<file path="config.mk">
export PLATFORM = sky130hd
export DESIGN_NAME = mem_port_arbiter
export DESIGN_NICKNAME = d
export VERILOG_FILES = /design/src/rtl/mem_port_arbiter.sv
export SDC_FILE = /design/constraint.sdc
export NUM_CORES = 1
export LEC_CHECK = 0
export CORE_MARGIN = 2
export CORE_UTILIZATION = 60
export DETAILED_ROUTE_END_ITERATION = 12
export DONT_BUFFER_PORTS = 1
export GPL_TIMING_DRIVEN = 0
export PLACE_DENSITY_LB_ADDON = 0.08
export SYNTH_ARGS = -nofsm -noshare
export SYNTH_HDL_FRONTEND = slang
export SYNTH_SLANG_ARGS = --single-unit
</file>
<file path="constraint.sdc">
create_clock -name clock -period 2.6 [get_ports clock]
set_input_delay 0.52 -clock clock [delete_from_list [all_inputs] [get_ports clock]]
set_output_delay 0.52 -clock clock [all_outputs]
set_load 0.01 [all_outputs]
</file>
<file path="src/rtl/mem_port_arbiter.sv">
// Arbitrates one single-ported memory between fetch (read-only) and data (read/write) ports; one access in flight, response MEM_LATENCY cycles after grant.
// Data side wins unless fetch has waited STARVE_LIMIT data grants; ready is combinational in IDLE only. ARB_PERF_CNT_EN adds grant/conflict counters.
module mem_port_arbiter #(
  parameter int ADDR_W       = 32,
  parameter int DATA_W       = 32,
  parameter int MEM_LATENCY  = 1,
  parameter int STARVE_LIMIT = 4
) (
  input  logic              clock,
  input  logic              reset,
  input  logic              f_req_valid_i,
  input  logic [ADDR_W-1:0] f_req_addr_i,
  output logic              f_req_ready_o,
  output logic              f_rsp_valid_o,
  output logic [DATA_W-1:0] f_rsp_data_o,
  input  logic              d_req_valid_i,
  input  logic [ADDR_W-1:0] d_req_addr_i,
  input  logic              d_req_write_i,
  input  logic [DATA_W-1:0] d_req_wdata_i,
  output logic              d_req_ready_o,
  output logic              d_rsp_valid_o,
  output logic [DATA_W-1:0] d_rsp_data_o,
  output logic [ADDR_W-1:0] mem_address_o,
  output logic [DATA_W-1:0] mem_data_in_o,
  output logic              mem_read_write_o,
  input  logic [DATA_W-1:0] mem_data_out_i
`ifdef ARB_PERF_CNT_EN
  ,
  output logic [31:0]       perf_f_grants_o,
  output logic [31:0]       perf_d_grants_o,
  output logic [31:0]       perf_conflicts_o
`endif
);

  localparam int LAT_W = $clog2(MEM_LATENCY + 1);
  localparam int STV_W = $clog2(STARVE_LIMIT + 1);
  localparam logic [LAT_W-1:0] LAT_LAST = LAT_W'(MEM_LATENCY);
  localparam logic [STV_W-1:0] STV_MAX  = STV_W'(STARVE_LIMIT);

  typedef enum logic {IDLE, BUSY} state_e;

  state_e            state_q, state_d;
  logic [LAT_W-1:0]  lat_q, lat_d;
  logic [STV_W-1:0]  starve_q, starve_d;
  logic [ADDR_W-1:0] addr_q, addr_d;
  logic [DATA_W-1:0] wdata_q, wdata_d;
  logic              own_f_q, own_f_d;
  logic              write_q, write_d;
  logic [DATA_W-1:0] f_data_q, f_data_d;
  logic [DATA_W-1:0] d_data_q, d_data_d;
  logic              grant_f, grant_d;

  always_comb begin
    state_d          = state_q;
    lat_d            = lat_q;
    starve_d         = starve_q;
    addr_d           = addr_q;
    wdata_d          = wdata_q;
    own_f_d          = own_f_q;
    write_d          = write_q;
    f_data_d         = f_data_q;
    d_data_d         = d_data_q;
    grant_f          = 1'b0;
    grant_d          = 1'b0;
    f_rsp_valid_o    = 1'b0;
    d_rsp_valid_o    = 1'b0;
    f_rsp_data_o     = f_data_q;
    d_rsp_data_o     = d_data_q;
    mem_address_o    = addr_q;
    mem_data_in_o    = wdata_q;
    mem_read_write_o = 1'b0;

    case (state_q)
      IDLE: begin
        if (d_req_valid_i && !(f_req_valid_i && starve_q == STV_MAX)) grant_d = 1'b1;
        else if (f_req_valid_i)                                        grant_f = 1'b1;
        if (grant_f || grant_d) begin
          state_d       = BUSY;
          lat_d         = LAT_W'(1);
          own_f_d       = grant_f;
          write_d       = grant_d && d_req_write_i;
          addr_d        = grant_f ? f_req_addr_i : d_req_addr_i;
          mem_address_o = grant_f ? f_req_addr_i : d_req_addr_i;
        end
        if (grant_d && d_req_write_i) begin
          wdata_d          = d_req_wdata_i;
          mem_data_in_o    = d_req_wdata_i;
          mem_read_write_o = 1'b1;
        end
      end
      BUSY: begin
        if (lat_q == LAT_LAST) begin
          state_d = IDLE;
          if (own_f_q) begin
            f_rsp_valid_o = 1'b1;
            f_rsp_data_o  = mem_data_out_i;
            f_data_d      = mem_data_out_i;
          end else begin
            d_rsp_valid_o = 1'b1;
            d_rsp_data_o  = write_q ? '0 : mem_data_out_i;
            d_data_d      = write_q ? '0 : mem_data_out_i;
          end
        end else begin
          lat_d = lat_q + LAT_W'(1);
        end
      end
      default: state_d = IDLE;
    endcase

    f_req_ready_o = grant_f;
    d_req_ready_o = grant_d;

    // Starvation count only grows while fetch is actually waiting.
    if (!f_req_valid_i || grant_f)          starve_d = '0;
    else if (grant_d && starve_q != STV_MAX) starve_d = starve_q + STV_W'(1);

    if (reset) begin
      f_req_ready_o    = 1'b0;
      d_req_ready_o    = 1'b0;
      f_rsp_valid_o    = 1'b0;
      d_rsp_valid_o    = 1'b0;
      mem_address_o    = '0;
      mem_data_in_o    = '0;
      mem_read_write_o = 1'b0;
    end
  end

  always_ff @(posedge clock) begin
    if (reset) begin
      state_q  <= IDLE;
      lat_q    <= '0;
      starve_q <= '0;
      addr_q   <= '0;
      wdata_q  <= '0;
      own_f_q  <= 1'b0;
      write_q  <= 1'b0;
      f_data_q <= '0;
      d_data_q <= '0;
    end else begin
      state_q  <= state_d;
      lat_q    <= lat_d;
      starve_q <= starve_d;
      addr_q   <= addr_d;
      wdata_q  <= wdata_d;
      own_f_q  <= own_f_d;
      write_q  <= write_d;
      f_data_q <= f_data_d;
      d_data_q <= d_data_d;
    end
  end

`ifdef ARB_PERF_CNT_EN
  logic [31:0] perf_f_q, perf_d_q, perf_c_q;

  always_ff @(posedge clock) begin
    if (reset) begin
      perf_f_q <= '0;
      perf_d_q <= '0;
      perf_c_q <= '0;
    end else begin
      if (grant_f) perf_f_q <= perf_f_q + 32'd1;
      if (grant_d) perf_d_q <= perf_d_q + 32'd1;
      if (state_q == IDLE && f_req_valid_i && d_req_valid_i) perf_c_q <= perf_c_q + 32'd1;
    end
  end

  assign perf_f_grants_o  = perf_f_q;
  assign perf_d_grants_o  = perf_d_q;
  assign perf_conflicts_o = perf_c_q;
`endif

endmodule

</file>
Word level (Yosys, flattened, before mapping)
Index checks and enable logic that the tools add are counted.
W data, S select, Z words.
{"block": "totals", "register_bits": 135, "out_inout_bits": 133, "elab_cells": 65, "in_bits": 133}
{"block": "op_classes", "muxes": 40, "bitwise": 1, "n_eq_ne": 3, "reduce_logical": 10, "add_sub_neg": 2}
{"op": "$mux W32", "n": 14}
{"op": "$mux W1", "n": 24}
{"op": "$logic_and A1 B1 Y1", "n": 4}
{"op": "$pmux W1 S2", "n": 2}
{"op": "$add A3 B1 Y3 const B", "n": 1}
{"op": "$eq A3 B3 Y1 const B", "n": 1}
{"op": "$ne A3 B3 Y1 const B", "n": 1}
{"op": "$logic_not A1 Y1", "n": 2}
{"op": "$logic_or A1 B1 Y1", "n": 2}
{"op": "$ne A2 B2 Y1 const B", "n": 1}
{"op": "$reduce_and A2 Y1", "n": 1}
{"op": "$reduce_or A2 Y1", "n": 1}
{"op": "$add A1 B1 Y1 const B", "n": 1}
{"op": "$not A1 Y1", "n": 1}

Depth between registers and ports, before layout
Gate-level depths: netlist of the first run.
{"block": "depth", "ltp_word": 10, "depth_mapped": 7}

Least setup slack after synthesis of the first run
Ideal clock, no wire load.
{"block": "synth_path", "path_kind": "input -> output", "startpoint": "input port f_req_valid_i", "endpoint": "output port mem_address_o[1]", "path_stages": 6, "setup_slack_ps": 538, "arrival_ps": 1542, "cell_sequence": "buf_2 o21ba_1 buf_2 buf_4 nor2_1 a311oi_1"}
{"block": "synth_via", "elab_chain_cells": 9, "word_cells_on_any_way": 13, "cone_classes": "9 x mux; 4 x reduce/logical"}
{"element": "start: declaration", "line_no": "11", "rtl": "input logic f_req_valid_i,"}
{"element": "$logic_and A1 B1 Y1", "line_no": "75", "rtl": "if (d_req_valid_i && !(f_req_valid_i && starve_q == STV_MAX)) grant_d = 1'b1;"}
{"element": "$logic_not A1 Y1", "line_no": "75"}
{"element": "$logic_and A1 B1 Y1", "line_no": "75"}
{"element": "$mux W1", "line_no": "75"}
{"element": "$mux W1", "line_no": "73", "rtl": "case (state_q)"}
{"element": "$mux W32 or $logic_or A1 B1 Y1 (tied branches)", "line_no": "83, 77"}
{"element": "$mux W32 (*)", "line_no": "77", "rtl": "if (grant_f || grant_d) begin"}
{"element": "$mux W32 (*)", "line_no": "73"}
{"element": "$mux W32 (*)", "line_no": "117", "rtl": "if (reset) begin"}
{"element": "end: declaration", "line_no": "23", "rtl": "output logic [ADDR_W-1:0] mem_address_o,"}
Mark *: on every way between the ends. The rest lies on a longest branch, timed or not. The select of a mux whose other input is x is not followed.

Worst setup path after layout of the first run
{"block": "layout_path", "startpoint": "register starve_q[0]", "endpoint": "output port mem_address_o[6]"}
{"block": "layout_via", "elab_chain_cells": 10, "word_cells_on_any_way": 13, "cone_classes": "1 x eq/ne; 8 x mux; 4 x reduce/logical"}
{"element": "start: declaration", "line_no": "44", "rtl": "logic [STV_W-1:0] starve_q, starve_d;"}
{"element": "start signal: assignment", "line_no": "142", "rtl": "starve_q <= starve_d;"}
{"element": "$eq A3 B3 Y1 (*)", "line_no": "75"}
{"element": "$logic_and A1 B1 Y1 (*)", "line_no": "75"}
{"element": "$logic_not A1 Y1 (*)", "line_no": "75"}
{"element": "$logic_and A1 B1 Y1 (*)", "line_no": "75"}
{"element": "$mux W1", "line_no": "75"}
{"element": "$mux W1", "line_no": "73"}
{"element": "$mux W32 or $logic_or A1 B1 Y1 (tied branches)", "line_no": "83, 77"}
{"element": "$mux W32 (*)", "line_no": "77"}
{"element": "$mux W32 (*)", "line_no": "73"}
{"element": "$mux W32 (*)", "line_no": "117"}
Marked as above.

==> results of run 1 <==
## state kept, by name, summed over array words and instances, names as in the netlist
signal / cells
f_data_q: 32
addr_q: 32
write_q: 1
starve_q: 3
wdata_q: 32
state_q: 1
d_data_q: 32
lat_q: 1
own_f_q: 1
## area by class of cell
| cell class | instances | area share (%) |
|---|---|---|
| buffer | 72 | 5.99 |
| clock buffer | 21 | 5.92 |
| clock inverter | 9 | 1.98 |
| inverter | 4 | 0.198 |
| multi-input combinational | 452 | 47.0 |
| sequential | 135 | 35.7 |
| tap | 133 | 2.19 |
| timing repair buffer | 7 | 1.06 |
## per-layer routing
| layer | routed length [µm] | vias to the layer above | track usage (%) | part of all wire, % |
|---|---|---|---|---|
| met5 | 0 | - | 0 | 0 |
| met4 | 642 | 0 | 15.1 | 3.6 |
| met3 | 1450 | 54 | 9.88 | 8.1 |
| met2 | 9210 | 278 | 50.5 | 51 |
| met1 | 6580 | 2509 | 31.6 | 37 |
| li1 | - | 2467 | - | - |
## critical path, delay by kind of cell, from the launching register on
family / cells / cell delay, ps
AOI/OAI and AO/OA: 3 / 690
DFF: 1 / 370
buffers and inverters: 3 / 340
adders and majority gates: 1 / 180
## cell usage in the layout, fill, tap and decap left out, drive strengths merged, types with 2 or more instances in the layout
master,n
nand3b,35
clkinvlp,2
a32oi,2
ha,2
nand3,33
a311oi,30
clkbuf,62
inv,4
nor2b,34
clkinv,3
o21ai,32
nor3,2
bufinv,4
nor2,34
nand2,67
a21oi,69
o31ai,32
dfxtp,135
nand4,32
nand2b,2
nor4,3
nor3b,2
mux2,32
buf,38
## repair_timing
item | in CTS | in global routing
resized for setup | 92 | 88
pin swaps | 22 | 33
setup endpoints to repair | 63 | 65
gates cloned | 1 | 3
setup buffers | 2 | 1
## power groups by stage
stage / combinational (mW) / sequential, mW / clock [mW]
detailed placement: 0.577 / 2.25 / 0
global route: 0.809 / 2.22 / 2.57
CTS: 0.654 / 2.20 / 2.46
global placement: 0.561 / 2.24 / 0
finish: 0.756 / 2.21 / 2.45
floorplan: 0.460 / 2.24 / 0
## kinds of logic (layout without fill, tap and decap cells)
kind of cell               after synthesis  count (layout)  share of synthesized area, %
and+or+nand+nor                        247             247                          22.1
DFF                                    135             135                          45.5
AOI/OAI and AO/OA                      171             171                          20.3
buffers and inverters                   76             113                          5.62
muxes                                   32              32                          6.07
adders and majority gates                2               2                         0.421
## through the flow
| step | util [%] | TNS (ps) |
|---|---|---|
| 3_3_place_gp | 63.0 | 0 |
| 4_1_cts | 73.9 | -11.7 |
| 5_1_grt | 78.3 | -891 |
| 3_5_place_dp | 63.0 | 0 |
| 2_1_floorplan | - | 0 |
| 6_report | 78.3 | -46.2 |
## worst paths after layout
check	endpoint	slack [ps]	depth (start not counted)
worst max-delay path	mem_address_o[6]	-20	7
worst min-delay path	lat_q$_SDFFE_PP0P_	140	2
worst max register to register	addr_q[6]$_DFF_P_	870	7
worst min register to register	d_data_q[23]$_SDFF_PP0_	460	2
==> flow_metrics.tcl, run 1 <==
set metrics [dict create \
    synth_ff_type "dfxtp_1" \
    grt_max_degree 17 \
    synth_fp_nets 798 \
    skew_ps 6.70 \
    timing.slew.headroom_pct 27.2 \
    netlist_area_um2 5940 \
    avgSynthCellArea_um2 8.96 \
    root_buffer "clkbuf_8" \
    numClockSinks 135 \
    viasPerCell 6.37 \
    drc 0 \
    setup_ws_ps -22.3 \
    dp_hpwl_um 11800 \
    detail-route-antenna-nets 0 \
    die_h_um 103 \
    initial_core_util_pct 61.3 \
    clk_path_buf_depth 2 \
    dr.pass1.iters 4 \
    cap_violations 0 \
    placed_cells 796 \
    syn2layout_area_growth_pct 27.7 \
    gp_routability_congestion 0.885 \
    synth_top_area_share_pct 45.5 \
    die-area_um2 10700 \
    num_rows 36 \
    synth.most_common_cell "dfxtp_1" \
    worst_hold_slack_ps 144 \
    synthTopCellsByArea "dfxtp_1 46%, a21oi_1 5.8%, mux2_1 5.3%" \
    ir_drop_mv 0.495 \
    switchingPower_mw 1.40 \
    synth_edf_count 0 \
    synthTopCellsByCount "135 x dfxtp_1, 69 x a21oi_1, 67 x nand2_1" \
    cts_buffers 17 \
    cts_hold_buffers 0 \
    cpMaxStageDelayCell "a311oi_2" \
    antenna_cells 0 \
    yosysTopAreaCell "dfxtp_1" \
    cts_tree "done" \
    drv_slew 0 \
    vias 5308 \
    grt_antenna_before_repair 0 \
    power_density_nw_per_um2 715 \
    rsz0062_at_grt "yes" \
    min-delay-start "d_req_valid_i" \
    p_int_mw 4.02 \
    grt_pass1_vias 4933 \
    core_um2 9680 \
    min_period_ps 2620 \
    portBuffers 0 \
    finalHoldViolations 0 \
    fillers 628 \
    path_cells "inv_2 > ha_4 > a21boi_4 > buf_12 > buf_6 > o21ai_1 > a311oi_2" \
    clkPwrFrac_pct 45.2 \
    arrival_ps 2100 \
    cp-start-kind "flip-flop" \
    ys_ff_latch 135 \
    max_slew.worst_pin.slew_ps 1090 \
    finalCritPeriodShare_pct 101 \
    p_comb_share_pct 14.0 \
    postPlaceCellArea_um2 6110 \
    status "complete, but fails checks" \
    routed_wl_um 17900 \
    syn_inst 663 \
    critPathMaxFanout 8 \
    hp-class "primary input to flip-flop" \
    max_freq_mhz 381 \
    switching_share_pct 25.9 \
    violations "negative setup slack" \
    synthArstFlopShare_pct 0 \
    startpoint "starve_q[0]$_SDFFE_PP0P_" \
    dp_slack_ps 192 \
    total_power_mw 5.42 \
    setup_violations 3 \
    cp_data_required_time_ps 2080 \
    area.sequential_um2 2710 \
    die-width_um 103 \
    overflow 0 \
    ios 266 \
    cts.reportedPaths.clkPinSlew_ps 60 \
    r2r_start "starve_q[0]$_SDFFE_PP0P_" \
    final_nets 824 \
    synth.distinct_cells 36 \
    post_drt_wl_per_cell_um 21.5 \
    grt_pass1_wl_um 24400 \
    multi_input_area_um2 3560 \
    critPathKind "flip-flop to output pin" \
    yosysSeqAreaShare_pct 45.5 \
    p_leak_nw 2.75 \
    crit_path_end_kind "output pin" \
    cp_slowest_stage_delay_ps 440 \
    clock_latency_ps 510 \
    yosysWarnings 0 \
    final_layout_size_suffix_gt1_share_pct 26.9 \
    htree_levels 4 \
    grt.total_usage_pct 29.2 \
    fin_cells 833 \
    stdcell_area_um2 7580 \
    p_seq_share_pct 40.8 \
    drt_iter0_drc 174 \
]
(Power assumes the default switching activity.)
==> inputs of run 2 (changes only) <==
--- a/config.mk
+++ b/config.mk
@@ -10,7 +10,7 @@
 export DETAILED_ROUTE_END_ITERATION = 12
 export DONT_BUFFER_PORTS = 1
 export GPL_TIMING_DRIVEN = 0
-export PLACE_DENSITY_LB_ADDON = 0.08
+export PLACE_DENSITY = 0.88
 export SYNTH_ARGS = -nofsm -noshare
 export SYNTH_HDL_FRONTEND = slang
 export SYNTH_SLANG_ARGS = --single-unit
==> run 2 against run 1 <==
Compared with the run above: the run still ends with negative setup slack left; global-route usage rose by 1.2 points; sequential cell count did not move; combinational power fell by 5.8%; count of clock-buffer cells in the layout did not move; largest cell class unchanged; critical endpoint is now mem_address_o[29]; clock power fell by 5%; largest power group unchanged.
==> flow_metrics.tcl, run 2 (synthesis gave the netlist of run 1 again) <==
set metrics [dict create \
    status "complete, but fails checks" \
    violations "negative setup slack" \
    drt_iter0_drc 213 \
    grt_pass1_wl_um 24900 \
    portBuffers 0 \
    max_freq_mhz 383 \
    crit_path_end_kind "output pin" \
    clkPwrFrac_pct 44.4 \
    finalHoldViolations 0 \
    hp-class "primary input to flip-flop" \
    timing.slew.headroom_pct 37.1 \
    postPlaceCellArea_um2 6110 \
    p_leak_nw 2.70 \
    finalCritPeriodShare_pct 100 \
    arrival_ps 2090 \
    top_layer_used "met4" \
    switching_share_pct 26.9 \
    core_um2 9680 \
    antenna_cells 0 \
    rrSetupSlack_ps 880 \
    grt_pass1_vias 5014 \
    numClockSinks 135 \
    stdcell_area_um2 7350 \
    wl_met1_um 6410 \
    dr.pass1.iters 5 \
    post_drt_wl_per_cell_um 21.4 \
    routed_wl_um 17800 \
    ir_drop_mv 0.361 \
    critPathMaxFanout 7 \
    overflow 0 \
    skew_ps 8.83 \
    drv_slew 0 \
    placed_cells 796 \
    vias 5377 \
    num_rows 36 \
    final_nets 822 \
    final_layout_size_suffix_gt1_share_pct 26.5 \
    switchingPower_mw 1.41 \
    cap_violations 0 \
    root_buffer "clkbuf_8" \
    p_comb_share_pct 13.5 \
    critPathKind "flip-flop to output pin" \
    drc 0 \
    cts_buffers 17 \
    gp_routability_congestion 0.867 \
    total_power_mw 5.26 \
    grt_antenna_before_repair 0 \
    detail-route-antenna-nets 0 \
    cts.reportedPaths.clkPinSlew_ps 60 \
    dp_slack_ps 99.3 \
    setup_violations 2 \
    power_density_nw_per_um2 715 \
    die-width_um 103 \
    viasPerCell 6.46 \
    rr_worst_depth 7 \
    r2r_start "starve_q[1]$_SDFFE_PP0P_" \
    syn2layout_area_growth_pct 23.7 \
    hold_path_end "lat_q$_SDFFE_PP0P_" \
    clk_path_buf_depth 2 \
    min-delay-start "d_req_valid_i" \
    ios 266 \
    htree_levels 4 \
    cts_tree "done" \
    setup_ws_ps -11.4 \
    met3_length_um 1670 \
    final_cell_mix "133 x dfxtp_1, 67 x nand2_1, 38 x a21oi_1" \
    rsz0062_at_grt "yes" \
    p_seq_share_pct 42.0 \
    final_common_cell "dfxtp_1" \
    min_period_ps 2610 \
    die-area_um2 10700 \
    clock_latency_ps 520 \
    grt_max_degree 17 \
    initial_core_util_pct 61.3 \
    max_slew.worst_pin.slew_ps 943 \
    hold_depth 2 \
    dp_hpwl_um 11900 \
    grt.total_usage_pct 30.4 \
    p_int_mw 3.84 \
    fin_cells 832 \
    met2_length_um 9000 \
    die_h_um 103 \
    cp_data_required_time_ps 2080 \
    cp-start-kind "flip-flop" \
    r2r_end "addr_q[29]$_DFF_P_" \
]
run 2: cell count changes in the layout (fill, tap and decap cells not counted), sizes merged:
| cell | delta |
|---|---|
| inv | +1 |
| clkinvlp | +2 |
| bufinv | -2 |
| clkbuf | -3 |
| buf | +1 |
run 2: what timing repair did:
| item | CTS | global route |
|---|---|---|
| endpoints found under the setup margin | 63 | 64 |
| buffers inserted | 2 | 1 |
| hold buffers | 0 | 0 |
| resized for setup | 78 | 70 |
| gates cloned | 2 | 0 |
| pin swaps | 15 | 23 |
run 2: layout make-up:
type	instances	area (µm²)
buffer	72	420
clock buffer	21	459
clock inverter	10	121
fill	603	2340
inverter	4	17.5
multi-input combinational	452	3390
sequential	135	2710
tap	133	166
timing repair buffer	5	61.3
run 2: how the worst max path moves through the flow:
stage                                    to                startpoint  slack (ps)
after floorplan            mem_address_o[1]             f_req_valid_i         540
after global placement    mem_data_in_o[31]                     reset         140
after detailed placement   mem_address_o[8]  starve_q[0]$_SDFFE_PP0P_         100
after CTS                 mem_data_in_o[17]  starve_q[0]$_SDFFE_PP0P_           1
after global routing      mem_data_in_o[18]  starve_q[0]$_SDFFE_PP0P_         -90
final                     mem_address_o[29]  starve_q[1]$_SDFFE_PP0P_         -10
run 2: critical path, cell delays in order (launching register included):
cell and delay [ps]:
dfxtp_2 340, inv_1 60, ha_4 180, a21boi_4 180
buf_12 150, buf_6 120, o21ai_1 70, a311oi_2 450
run 2: per-layer routing:
layer / up-vias / global-route usage [%]
met2: 330 / 53.6
li1: 2462 / -
met4: 0 / 15.5
met1: 2524 / 32.0
met5: - / 0
met3: 61 / 10.4
run 2: power by group through the flow:
stage	registers [mW]	clock network (mW)	logic [mW]
floorplan	2.24	0	0.460
global placement	2.24	0	0.554
detailed placement	2.25	0	0.575
CTS	2.20	2.35	0.652
global route	2.22	2.45	0.763
finish	2.21	2.33	0.712
run 2: stage by stage:
stage	setup TNS [ps]	util [%]	hold WS, ps
floorplan	0	-	440
global placement	0	63.0	448
detailed placement	0	63.0	456
CTS	0	73.2	118
global route	-1680	75.9	168
finish	-19.4	75.9	138
==> inputs of run 3 (changes only) <==
--- a/config.mk
+++ b/config.mk
@@ -5,12 +5,14 @@
 export SDC_FILE = /design/constraint.sdc
 export NUM_CORES = 1
 export LEC_CHECK = 0
+export CAP_MARGIN = 25
 export CORE_MARGIN = 2
 export CORE_UTILIZATION = 60
 export DETAILED_ROUTE_END_ITERATION = 12
 export DONT_BUFFER_PORTS = 1
 export GPL_TIMING_DRIVEN = 0
 export PLACE_DENSITY = 0.88
+export SKIP_LAST_GASP = 1
 export SYNTH_ARGS = -nofsm -noshare
 export SYNTH_HDL_FRONTEND = slang
 export SYNTH_SLANG_ARGS = --single-unit
==> run 3 against run 2 <==
Compared with the run above: the run still ends with negative setup slack left; via count rose by 0.15%; largest power group unchanged; critical path depth stayed put; sequential cell count stayed put; power rose by 0.26%; design area grew 1.1%; clock skew hardly changed; clock power about the same.
==> flow_metrics.tcl, run 3 (synthesis gave the netlist of run 1 again) <==
set metrics [dict create \
    placed_cells 796 \
    final_common_cell "dfxtp_1" \
    switching_share_pct 26.9 \
    min-delay-start "d_req_valid_i" \
    fillers 596 \
    viasPerCell 6.46 \
    cpMaxStageDelayCell "a311oi_2" \
    final_nets 824 \
    setup_ws_ps -12.7 \
    finalCritPeriodShare_pct 100 \
    fin_cells 834 \
    critPathKind "flip-flop to output pin" \
    cp_top_family "compound AO/OA/AOI/OAI gates" \
    max_slew.worst_pin.slew_ps 1050 \
    grt_pass1_vias 5006 \
    power_density_nw_per_um2 710 \
    root_buffer "clkbuf_8" \
    die-width_um 103 \
    gp_routability_congestion 0.867 \
    num_rows 36 \
    cts_tree "done" \
    syn2layout_area_growth_pct 25.0 \
    die-area_um2 10700 \
    skew_ps 9.25 \
    finalHoldViolations 0 \
    core_um2 9680 \
    status "complete, but fails checks" \
    cp_data_required_time_ps 2080 \
    arrival_ps 2090 \
    clk_path_buf_depth 2 \
    overflow 0 \
    path_cells "inv_2 > ha_4 > a21boi_4 > buf_12 > buf_8 > o21ai_1 > a311oi_2" \
    worst_hold_slack_ps 141 \
    portBuffers 0 \
    grt_max_degree 17 \
    htree_levels 4 \
    rsz0062_at_grt "yes" \
    crit_buf_inv 3 \
    r2r_end "addr_q[29]$_DFF_P_" \
    area.sequential_um2 2710 \
    drt_iter0_drc 220 \
    cp-start-kind "flip-flop" \
    timing.slew.headroom_pct 30.0 \
    vias 5385 \
    hp-class "primary input to flip-flop" \
    hold_path_end "lat_q$_SDFFE_PP0P_" \
    p_leak_nw 2.73 \
    setup_violations 3 \
    switchingPower_mw 1.42 \
    min_period_ps 2610 \
    grt_pass1_wl_um 24800 \
    p_comb_share_pct 13.9 \
    grt.total_usage_pct 30.2 \
    multi_input_area_um2 3440 \
    hold_depth 2 \
    critPathMaxFanout 8 \
    dr.pass1.iters 5 \
    final_layout_size_suffix_gt1_share_pct 26.7 \
    numClockSinks 135 \
    cts_buffers 17 \
    drv_slew 0 \
    cts.reportedPaths.clkPinSlew_ps 60 \
    antenna_cells 0 \
    total_power_mw 5.27 \
    r2r_start "state_q$_SDFF_PP0_" \
    crit_path_end_kind "output pin" \
    p_int_mw 3.85 \
    dp_hpwl_um 11900 \
    clkPwrFrac_pct 44.2 \
    max_freq_mhz 383 \
    cap_violations 0 \
    detail-route-antenna-nets 0 \
    ir_drop_mv 0.357 \
    p_seq_share_pct 41.9 \
    clock_latency_ps 520 \
    drc 0 \
    initial_core_util_pct 61.3 \
    post_drt_wl_per_cell_um 21.7 \
    final_cell_mix "133 x dfxtp_1, 67 x nand2_1, 38 x a21oi_1" \
    violations "negative setup slack" \
    rr_worst_depth 5 \
    rrSetupSlack_ps 880 \
    grt_antenna_before_repair 0 \
    ios 266 \
    die_h_um 103 \
    cts_hold_buffers 0 \
    cp_slowest_stage_delay_ps 430 \
    routed_wl_um 18100 \
]
## run 3: cell count changes in the layout (fill, tap and decap cells not counted), sizes merged
| cell | previous run | this run |
|---|---|---|
| clkbuf | 59 | 60 |
| buf | 39 | 40 |
## run 3: worst max path at each step
| stage | from | end | slack [ps] | cells past startpoint |
|---|---|---|---|---|
| finish | starve_q[0]$_SDFFE_PP0P_ | mem_address_o[17] | -10 | 7 |
| global route | starve_q[0]$_SDFFE_PP0P_ | mem_data_in_o[18] | -90 | 7 |
| CTS | starve_q[0]$_SDFFE_PP0P_ | mem_data_in_o[10] | -10 | 7 |
| detailed placement | starve_q[0]$_SDFFE_PP0P_ | mem_address_o[8] | 100 | 6 |
| global placement | reset | mem_data_in_o[31] | 140 | 4 |
| floorplan | f_req_valid_i | mem_address_o[1] | 540 | 6 |
## run 3: through the flow
stage	setup WS (ps)	area, µm²	util (%)	setup TNS, ps
floorplan	538	5940	-	0
global placement	142	6110	63.0	0
detailed placement	99.3	6110	63.0	0
CTS	-9.79	7080	73.1	-16.3
global route	-91.9	7430	76.7	-2170
finish	-12.7	7430	76.7	-30.1
## run 3: power groups by stage
stage	clock network (mW)	registers [mW]	logic, mW
floorplan	0	2.24	0.460
global placement	0	2.24	0.554
detailed placement	0	2.25	0.575
CTS	2.35	2.20	0.651
global route	2.45	2.22	0.780
finish	2.33	2.21	0.731
## run 3: final cells by class
class                   count  share of cell area [%]
repair buffers              7                    1.31
multi-input cells         452                    46.3
clock buffers              21                    6.18
well taps                 133                    2.24
plain buffers              72                    5.66
inverters                   4                   0.202
clock inverters            10                    1.63
flip-flops and latches    135                    36.5
## run 3: what timing repair did
action / CTS / global route
pin swaps: 14 / 27
endpoints found under the hold margin: 0 / 0
gates resized for setup: 77 / 77
gates cloned: 2 / 1
setup buffers: 2 / 2
endpoints found under the setup margin: 63 / 64
## run 3: worst register-to-register path, stage by stage (launching register included)
cell and delay, ps:
dfxtp_1 290, buf_2 170, o21ba_1 240, clkbuf_4 180, buf_2 390, a311oi_2 260
## run 3: routing by layer
| layer | part of all wire [%] | GRT usage [%] | vias to the layer above |
|---|---|---|---|
| li1 | - | - | 2473 |
| met5 | 0 | 0 | - |
| met2 | 51 | 53.4 | 306 |
| met3 | 8.9 | 10.3 | 59 |
| met4 | 3.4 | 15.5 | 0 |
| met1 | 36 | 31.8 | 2547 |
